<file path="config.mk">
export PLATFORM = sky130hd
export DESIGN_NAME = muldiv_unit
export DESIGN_NICKNAME = d
export VERILOG_FILES = /design/src/rtl/cotm32_pkg.sv /design/src/rtl/muldiv_step.sv /design/src/rtl/muldiv_unit.sv
export SDC_FILE = /design/constraint.sdc
export NUM_CORES = 1
export LEC_CHECK = 0
export CELL_PAD_IN_SITES_DETAIL_PLACEMENT = 0
export CELL_PAD_IN_SITES_GLOBAL_PLACEMENT = 2
export CORE_MARGIN = 2
export CORE_UTILIZATION = 38
export CTS_CLUSTER_DIAMETER = 50
export DETAILED_ROUTE_END_ITERATION = 12
export PLACE_DENSITY = 0.91
export SLEW_MARGIN = 20
export SYNTH_ARGS = -nofsm -noshare
export SYNTH_HDL_FRONTEND = slang
export SYNTH_SLANG_ARGS = --single-unit
</file>
<file path="constraint.sdc">
create_clock -name clk -period 7.4 [get_ports clk]
set_input_delay 1.48 -clock clk [delete_from_list [all_inputs] [get_ports clk]]
set_output_delay 1.48 -clock clk [all_outputs]
set_load 0.03 [all_outputs]
</file>
<file path="src/rtl/cotm32_pkg.sv">
// Shared RV32 core types: M-extension op encoding and multiply/divide FSM states.
package cotm32_pkg;

    localparam logic [6:0] F7_MULDIV = 7'b0000001;

    typedef enum logic [2:0] {
        MUL    = 3'b000,
        MULH   = 3'b001,
        MULHSU = 3'b010,
        MULHU  = 3'b011,
        DIV    = 3'b100,
        DIVU   = 3'b101,
        REM    = 3'b110,
        REMU   = 3'b111
    } muldiv_op_t;

    typedef enum logic [1:0] {
        IDLE = 2'b00,
        BUSY = 2'b01,
        DONE = 2'b10
    } muldiv_state_t;

    function automatic logic muldiv_is_div(input muldiv_op_t op);
        return op[2];
    endfunction

endpackage

</file>
<file path="src/rtl/muldiv_step.sv">
// UNROLL iterations of unsigned add-shift multiply, or restoring divide when
// COTM32_MULDIV_DIV_EN is defined. {hi,lo} is product / {remainder,quotient}.
module muldiv_step #(
    parameter int unsigned XLEN   = 32,
    parameter int unsigned UNROLL = 1
) (
`ifdef COTM32_MULDIV_DIV_EN
    input  logic            div_i,
`endif
    input  logic [XLEN-1:0] hi_i,
    input  logic [XLEN-1:0] lo_i,
    input  logic [XLEN-1:0] opnd_i,
    output logic [XLEN-1:0] hi_o,
    output logic [XLEN-1:0] lo_o
);

    logic [XLEN-1:0] hi_v;
    logic [XLEN-1:0] lo_v;
    logic [XLEN:0]   sum;
`ifdef COTM32_MULDIV_DIV_EN
    logic [XLEN:0]   shifted;
    logic [XLEN:0]   diff;
`endif

    always_comb begin
        hi_v = hi_i;
        lo_v = lo_i;
        sum  = '0;
`ifdef COTM32_MULDIV_DIV_EN
        shifted = '0;
        diff    = '0;
`endif
        for (int unsigned k = 0; k < UNROLL; k++) begin
`ifdef COTM32_MULDIV_DIV_EN
            if (div_i) begin
                // remainder < divisor, so a negative trial difference shows in bit XLEN
                shifted = {hi_v, lo_v[XLEN-1]};
                diff    = shifted - {1'b0, opnd_i};
                lo_v    = {lo_v[XLEN-2:0], ~diff[XLEN]};
                hi_v    = diff[XLEN] ? shifted[XLEN-1:0] : diff[XLEN-1:0];
            end else
`endif
            begin
                sum  = {1'b0, hi_v} + (lo_v[0] ? {1'b0, opnd_i} : {(XLEN+1){1'b0}});
                hi_v = sum[XLEN:1];
                lo_v = {sum[0], lo_v[XLEN-1:1]};
            end
        end
        hi_o = hi_v;
        lo_o = lo_v;
    end

endmodule

</file>
<file path="src/rtl/muldiv_unit.sv">
// Iterative RV32M multiply/divide unit: operand magnitudes are iterated by
// muldiv_step, then sign-fixed. Divider present only with COTM32_MULDIV_DIV_EN.
module muldiv_unit
    import cotm32_pkg::*;
#(
    parameter int unsigned XLEN   = 32,
    parameter int unsigned UNROLL = 1
) (
    input  logic            clk,
    input  logic            rst_n,
    input  logic            req_valid,
    output logic            req_ready,
    input  muldiv_op_t      req_op,
    input  logic [XLEN-1:0] req_a,
    input  logic [XLEN-1:0] req_b,
    input  logic            kill,
    output logic            resp_valid,
    input  logic            resp_ready,
    output logic [XLEN-1:0] resp_result,
    output logic            resp_illegal
);

    localparam int unsigned N     = XLEN / UNROLL;
    localparam int unsigned CNT_W = (N > 1) ? $clog2(N) : 1;
`ifdef COTM32_MULDIV_DIV_EN
    localparam logic [XLEN-1:0] INT_MIN = {1'b1, {(XLEN-1){1'b0}}};
`endif

    muldiv_state_t   state_q, state_d;
    muldiv_op_t      op_q, op_d;
    logic [XLEN-1:0] hi_q, hi_d;
    logic [XLEN-1:0] lo_q, lo_d;
    logic [XLEN-1:0] opnd_q, opnd_d;
    logic            neg_q, neg_d;
    logic [CNT_W-1:0] cnt_q, cnt_d;
    logic            resp_valid_q, resp_valid_d;
    logic [XLEN-1:0] resp_result_q, resp_result_d;
    logic            resp_illegal_q, resp_illegal_d;

    logic            a_neg, b_neg, neg_acc;
    logic [XLEN-1:0] mag_a, mag_b;
    logic            fast;
    logic [XLEN-1:0] fast_result;
    logic            fast_illegal;
    logic [XLEN-1:0] step_hi, step_lo;
    logic            sel_hi, carry;
    logic [XLEN-1:0] raw, fixed;

    assign req_ready    = (state_q == IDLE) && !kill;
    assign resp_valid   = resp_valid_q;
    assign resp_result  = resp_result_q;
    assign resp_illegal = resp_illegal_q;

    // Operand signs and magnitudes at accept; the core always iterates unsigned.
    always_comb begin
        a_neg = 1'b0;
        b_neg = 1'b0;
        if (muldiv_is_div(req_op)) begin
            a_neg = !req_op[0] && req_a[XLEN-1];
            b_neg = !req_op[0] && req_b[XLEN-1];
        end else begin
            a_neg = ((req_op == MULH) || (req_op == MULHSU)) && req_a[XLEN-1];
            b_neg = (req_op == MULH) && req_b[XLEN-1];
        end
        mag_a   = a_neg ? -req_a : req_a;
        mag_b   = b_neg ? -req_b : req_b;
        // remainder follows the dividend, everything else the operand sign product
        neg_acc = (req_op[2] && req_op[1]) ? a_neg : (a_neg ^ b_neg);
    end

    // Results that need no iteration.
    always_comb begin
`ifdef COTM32_MULDIV_DIV_EN
        fast         = 1'b0;
        fast_result  = '0;
        fast_illegal = 1'b0;
        if (muldiv_is_div(req_op)) begin
            if (req_b == '0) begin
                fast        = 1'b1;
                fast_result = req_op[1] ? req_a : '1;
            end else if (!req_op[0] && (req_a == INT_MIN) && (req_b == '1)) begin
                fast        = 1'b1;
                fast_result = req_op[1] ? '0 : req_a;
            end
        end
`else
        fast         = muldiv_is_div(req_op);
        fast_result  = '0;
        fast_illegal = muldiv_is_div(req_op);
`endif
    end

    muldiv_step #(
        .XLEN   (XLEN),
        .UNROLL (UNROLL)
    ) u_step (
`ifdef COTM32_MULDIV_DIV_EN
        .div_i  (op_q[2]),
`endif
        .hi_i   (hi_q),
        .lo_i   (lo_q),
        .opnd_i (opnd_q),
        .hi_o   (step_hi),
        .lo_o   (step_lo)
    );

    // Sign fix-up; negating a MULH* high word borrows from the low word.
    always_comb begin
        sel_hi = op_q[2] ? op_q[1] : (op_q[1:0] != 2'b00);
        raw    = sel_hi ? step_hi : step_lo;
        carry  = (sel_hi && !op_q[2]) ? (step_lo == '0) : 1'b1;
        fixed  = neg_q ? (~raw + XLEN'(carry)) : raw;
    end

    always_comb begin
        state_d        = state_q;
        op_d           = op_q;
        hi_d           = hi_q;
        lo_d           = lo_q;
        opnd_d         = opnd_q;
        neg_d          = neg_q;
        cnt_d          = cnt_q;
        resp_valid_d   = resp_valid_q;
        resp_result_d  = resp_result_q;
        resp_illegal_d = resp_illegal_q;

        unique case (state_q)
            IDLE: begin
                if (req_valid && req_ready) begin
                    op_d = req_op;
                    if (fast) begin
                        state_d        = DONE;
                        resp_valid_d   = 1'b1;
                        resp_result_d  = fast_result;
                        resp_illegal_d = fast_illegal;
                    end else begin
                        state_d = BUSY;
                        hi_d    = '0;
                        lo_d    = req_op[2] ? mag_a : mag_b;
                        opnd_d  = req_op[2] ? mag_b : mag_a;
                        neg_d   = neg_acc;
                        cnt_d   = '0;
                    end
                end
            end
            BUSY: begin
                hi_d  = step_hi;
                lo_d  = step_lo;
                cnt_d = cnt_q + CNT_W'(1);
                if (cnt_q == CNT_W'(N - 1)) begin
                    state_d        = DONE;
                    resp_valid_d   = 1'b1;
                    resp_result_d  = fixed;
                    resp_illegal_d = 1'b0;
                end
            end
            DONE: begin
                if (resp_ready) begin
                    state_d        = IDLE;
                    resp_valid_d   = 1'b0;
                    resp_illegal_d = 1'b0;
                end
            end
            default: begin
                state_d = IDLE;
            end
        endcase

        // kill wins over every transition, including a response handshake
        if (kill) begin
            state_d        = IDLE;
            resp_valid_d   = 1'b0;
            resp_illegal_d = 1'b0;
        end
    end

    always_ff @(posedge clk or negedge rst_n) begin
        if (!rst_n) begin
            state_q        <= IDLE;
            op_q           <= MUL;
            hi_q           <= '0;
            lo_q           <= '0;
            opnd_q         <= '0;
            neg_q          <= 1'b0;
            cnt_q          <= '0;
            resp_valid_q   <= 1'b0;
            resp_result_q  <= '0;
            resp_illegal_q <= 1'b0;
        end else begin
            state_q        <= state_d;
            op_q           <= op_d;
            hi_q           <= hi_d;
            lo_q           <= lo_d;
            opnd_q         <= opnd_d;
            neg_q          <= neg_d;
            cnt_q          <= cnt_d;
            resp_valid_q   <= resp_valid_d;
            resp_result_q  <= resp_result_d;
            resp_illegal_q <= resp_illegal_d;
        end
    end

endmodule

</file>
## Yosys cells after proc, flatten, opt, wreduce, memory -nomap -nowiden

Cells that the tools add are included.

- Bits in registers: 141
- Bits in latches: 0
- RAM bits: 0
- Memory bits (read-only): 0
- Input port bits: 72
- Output and inout bits: 35
- Logic and storage cells: 92
- Memories kept: 0

- Add/sub/neg operators: 5
- Multiply operators: 0
- Divide/modulo/power cells: 0
- Magnitude comparators: 0
- Eq/ne operators: 13
- Shifts and indexed selects: 0
- Multiplexer cells: 38
- Bitwise operators: 3
- Reductions and logical operators: 23

Operators with widths:

| operator | count |
|---|---|
| two-way mux 32 bit | 12 |
| case mux 32 bit (2 select lines) | 3 |
| negation 32 bit | 2 |
| adder 32 x 33 -> 33 bit | 1 |
| adder 32 x 1 -> 32 bit | 1 |
| zero test 32 bit | 1 |
| NOT 32 bit | 1 |
| two-way mux 1 bit | 12 |
| two-way mux 2 bit | 5 |
| two-way mux 5 bit | 2 |
| case mux 5 bit (2 select lines) | 1 |
| inequality test 3 bit, second input constant | 3 |
| AND reduction 3 bit | 3 |
| logical AND 1 bit | 8 |
| inequality test 2 bit, second input constant | 3 |
| case mux 1 bit (3 select lines) | 2 |
| case mux 2 bit (3 select lines) | 1 |
| adder 5 x 1 -> 5 bit, second input constant | 1 |
| equality test 5 bit, second input constant | 1 |
| AND reduction 5 bit | 1 |
| AND reduction 4 bit | 1 |
| nonzero test 2 bit | 2 |
| nonzero test 4 bit | 1 |
| equality test 3 x 1 -> 1 bit, second input constant | 1 |
| 11 further kinds | 13 |

## Logic depth before layout (Yosys ltp)

- Depth in word-level cells: 8
- Depth in mapped cells: 17
- Mapped depth without buffers: 15

## Hierarchy

Synthesis repeated with hierarchy kept, for this count alone.

- Cell total of the unflattened synthesis: 1394
- Area, all modules: 11207.0 µm²

Modules (own cells, without submodules):

| module | times used | cells each | area an instance (µm²) | sequential area each (µm²) |
|---|---|---|---|---|
| muldiv_unit | 1 | 1041 | 8778.4 | 3528.4 |
| muldiv_step | 1 | 353 | 2428.6 | 0.0 |

## Worst setup path before layout

Ideal clock, no wire load.

- Kind: flip-flop to flip-flop
- Start: reg op_q[0]
- End: reg resp_result_q[31], in the netlist resp_result[31]
- Library setup time: 130 ps
- Arrival time: 4033 ps
- Data required time: 7270 ps
- Path slack: 3237 ps
- Stages on the path, launching flop included: 17
- Path buffers: 5
- Period minus slack after synthesis: 4163 ps
- Cell sequence: dfrtp_1 nor2b_1 buf_2 nor2_2 buf_2 clkbuf_1 buf_1 buf_1 mux2i_1 ha_1 o2111ai_1 nor4_2 nor4b_2 o211ai_1 o41a_1 a211oi_1 o21ai_1

- Longest elaborated chain between the ends: 8
- Elaborated cells between the ends (all ways): 10
- Those cells by class: add/sub (1); mux (6); bitwise (1); reduce/logical (2)

RTL lines:

| item | line | RTL |
|---|---|---|
| from (decl) | muldiv_unit.sv:30 | `muldiv_op_t op_q, op_d;` |
| from (signal assigned) | muldiv_unit.sv:191 | `op_q <= op_d;` |
| nonzero test 2 bit * | muldiv_unit.sv:109 | `sel_hi = op_q[2] ? op_q[1] : (op_q[1:0] != 2'b00);` |
| two-way mux 1 bit * | muldiv_unit.sv:109 |  |
| logical AND 1 bit / two-way mux 32 bit (equally long branches) | muldiv_unit.sv:111, muldiv_unit.sv:110 |  |
| two-way mux 1 bit / NOT 32 bit (equally long branches) | muldiv_unit.sv:111, muldiv_unit.sv:112 |  |
| adder 32 x 1 -> 32 bit | muldiv_unit.sv:112 | `fixed = neg_q ? (~raw + XLEN'(carry)) : raw;` |
| two-way mux 32 bit * | muldiv_unit.sv:112 |  |
| two-way mux 32 bit * | muldiv_unit.sv:150 | `if (cnt_q == CNT_W'(N - 1)) begin` |
| case mux 32 bit (2 select lines) * | muldiv_unit.sv:127 | `unique case (state_q)` |
| to (signal assigned) | muldiv_unit.sv:198 | `resp_result_q <= resp_result_d;` |
| to (decl) | muldiv_unit.sv:37 | `logic [XLEN-1:0] resp_result_q, resp_result_d;` |

Every way passes the cells marked *; elsewhere a longest branch is shown, timed or not. The select of a mux whose other input is x is not followed.
A chain may end at the register's enable or synchronous reset.

## Worst setup path in the final report

- Start: reg lo_q[0]
- End: reg resp_result_q[31], in the netlist resp_result[31]

- Longest elaborated chain between the ends: 8
- Elaborated cells between the ends (all ways): 10
- Those cells by class: add/sub (2); mux (6); bitwise (1); reduce/logical (1)

RTL lines:

| item | line | RTL |
|---|---|---|
| from (decl) | muldiv_unit.sv:32 | `logic [XLEN-1:0] lo_q, lo_d;` |
| from (signal assigned) | muldiv_unit.sv:193 | `lo_q <= lo_d;` |
| two-way mux 32 bit * | muldiv_step.sv:44 | `sum = {1'b0, hi_v} + (lo_v[0] ? {1'b0, opnd_i} : {(XLEN+1){1'b0}});` |
| adder 32 x 33 -> 33 bit * | muldiv_step.sv:44 |  |
| zero test 32 bit / two-way mux 32 bit (equally long branches) | muldiv_unit.sv:111, muldiv_unit.sv:110 |  |
| two-way mux 1 bit / NOT 32 bit (equally long branches) | muldiv_unit.sv:111, muldiv_unit.sv:112 |  |
| adder 32 x 1 -> 32 bit | muldiv_unit.sv:112 |  |
| two-way mux 32 bit * | muldiv_unit.sv:112 |  |
| two-way mux 32 bit * | muldiv_unit.sv:150 |  |
| case mux 32 bit (2 select lines) * | muldiv_unit.sv:127 |  |

Marked as above.

==> impl_metrics.yaml <==
status:
  outcome: "completed"
timing:
  worst_pin_slew_ps: 1190
  setup_viol_count_final: 0
  rsz0062_at_grt: "no"
  clock_skew_ps: 11.4
  post-route-min-period_ps: 4680
  slew_violations: 0
  tns_ps: 0
  whs_ps: 475
  hold_violations: 0
  slew_headroom_pct: 20.4
  period_share_pct: 63.2
  max_freq_ghz: 0.214
power_and_ir_drop:
  irDropWorstVdd_mv: 0.193
  p_leak_nw: 5.14
  p_per_area_nw_per_um2: 397
yosys:
  async_flop_share_pct: 100
  syn_area_per_cell_um2: 8.15
  syn_area_um2: 10600
  ys_top_cells_by_count: "nand2_1, dfrtp_1, o21ai_0, nor2_1, a21oi_1"
  synthFlopType: "dfrtp_1"
  synth_edf_count: 0
  ys_seq_area_share_pct: 33.3
  ys_warn_count: 0
  synth.net_count: 1413
  synthCells: 1299
  yosysTopAreaCell: "dfrtp_1"
  synthTopCellsByArea: "dfrtp_1, o21ai_0, nand2_1"
  post-synth-top-count-cell: "nand2_1"
  ys_types: 87
  netlist.area_leader.share_pct: 33.3
  ys_ff_latch: 141
floorplanning:
  rows: 61
  die_h_um: 171
  die_w_um: 171
  core_um2: 27600
  dieArea_um2: 29200
  ioPinCount: 107
  start_util_pct: 38.3
clocking:
  hold_buffers: 0
  cts-root-buf: "clkbuf_16"
  post_cts_resize_count: 0
  insertion_delay_ps: 440
  clockBufferDepth: 2
  numCtsBuffers: 17
  cts_setup_buffers: 0
  cts.sinks: 141
  cts_tree: "done"
  h-tree-depth: 4
  clkSlewWorstSetupHoldPaths_ps: 70
global_routing:
  met1_usage_pct: 34.2
  grt_usage_pct: 23.5
  gr-total-overflow: 0
  grt_pass1_vias: 9692
  busiest_layer: "met2"
  grt_max_degree: 95
  antenna_found_initial: 1
  met3_usage_pct: 4.21
  grt_pass1_wl_um: 53700
  grt_use_met2_pct: 36.0
cells_and_area:
  layout-drive-gt1-share_pct: 6.41
  postLayoutCoreUtil_pct: 45.3
  fin_nets: 1474
  area.growth.synth_to_final_pct: 18.3
  final_area_um2: 12500
  final_cell_count_no_fill: 1752
detailed_routing:
  ant_nets: 0
  post_drt_wl_per_cell_um: 19.2
  drc: 0
  vias_per_cell: 5.75
  drt_iter0_drc: 777
  vias: 10100
  routed_wl_um: 33600
  drt-pass1-iter-count: 5
place:
  gp_congestion: 0.871
  dpl_cell_area_um2: 11900
  hpwlAfterDp_um: 25400
  place.port_buffers: 106
  dp_cells: 1719
hold_path:
  hp-class: "flop to flop"
setup_path:
  cp_data_arrival_time_ps: 4980
  criticalPathCategory: "flop to flop"
  critPathLaunchType: "flop"
  reg2reg_slack_ps: 2720
  path_max_fanout: 33
  cp-end-kind: "flop"
  critical_path_required_ps: 7700
run:
  max-cap-violations: 0
[sequential cells by signal (all words and copies together) (netlist names)]
| name | count |
|---|---|
| cnt_q | 5 |
| hi_q | 32 |
| lo_q | 32 |
| neg_q | 1 |
| op_q | 3 |
| opnd_q | 32 |
| resp_illegal | 1 |
| resp_result | 32 |
| resp_valid | 1 |
| state_q | 2 |
[kinds of logic after synthesis]
kind of cell	Yosys count	synth area share (%)
buffers and inverters	99	3.63
xor gates and xnor gates	110	9.10
muxes	24	2.39
DFF	141	33.3
adders and majority gates	42	5.04
AOI/OAI and AO/OA	427	25.9
and+or+nand+nor	456	20.6
[worst max-delay path: stages, from the launching register on]
cell,delay [ps]
dfrtp_1,660
and2_1,280
ha_1,460
a21oi_1,130
o21ai_0,560
a21oi_1,220
a211oi_1,520
a2111oi_0,170
a211oi_1,680
nand3_1,230
o41a_1,340
a211oi_1,190
o21ai_1,80
[placed cells by master, fill, tap and decap left out, drive strengths merged, types with 6 or more instances in the layout]
| master | n |
|---|---|
| inv | 29 |
| o22ai | 29 |
| clkdlybuf4s50 | 105 |
| nand4 | 19 |
| a31oi | 13 |
| o31ai | 17 |
| nor3 | 33 |
| xnor2 | 53 |
| a21o | 8 |
| a22oi | 7 |
| dfrtp | 141 |
| nor4 | 15 |
| and2 | 43 |
| or3 | 18 |
| nand2 | 164 |
| nand3 | 21 |
| ha | 41 |
| o41ai | 10 |
| o211ai | 14 |
| and3 | 6 |
| o21a | 12 |
| a32o | 6 |
| mux2i | 17 |
| a211oi | 12 |
| a21oi | 99 |
| clkbuf | 18 |
| mux2 | 7 |
| a22o | 14 |
| buf | 14 |
| nor2 | 107 |
| xor2 | 57 |
| o21ai | 144 |
[cell type report]
cell class,instances,area [um2]
diodes,1,2.50
inverters,22,82.6
repair buffers,119,1160
well taps,378,473
clock inverters,14,150
multi-input cells,1059,6700
fillers,2825,15100
flip-flops and latches,141,3530
clock buffers,18,429
[power by group]
group / total [mW] / switching [mW] / leakage [nW] / internal (mW)
Combinational: 2.80 / 1.76 / 3.00 / 1.04
Clock: 0.865 / 0.389 / 0.279 / 0.476
Sequential: 1.31 / 0.284 / 1.86 / 1.02
Total: 4.98 / 2.43 / 5.14 / 2.54
[per-stage QoR]
step / setup slack (ps) / power (mW)
after global placement: 2650 / 4.04
after CTS: 2810 / 4.95
after global routing: 2410 / 5.31
final: 2720 / 4.98
after detailed placement: 2610 / 4.06
after floorplan: 3240 / 3.16
[metal layers]
metal / vias up / wire, um / share of wire [%]
li1: 4851 / - / -
met1: 4867 / 16200 / 48
met2: 319 / 14900 / 44
met3: 37 / 1970 / 5.9
met4: 0 / 567 / 1.7
met5: - / 0 / 0
[path summary, 6_finish.rpt]
check,from,to,depth (start not counted)
worst min register to register,opnd_q[8],opnd_q[8],2
min in group asynchronous,rst_n,resp_result[8],1
worst min-delay path,opnd_q[8],opnd_q[8],2
max in group asynchronous,rst_n,hi_q[7],2
worst max register to register,lo_q[0],resp_result[31],12
worst max-delay path,lo_q[0],resp_result[31],12
Note: power is estimated with default switching activity, not from simulation.
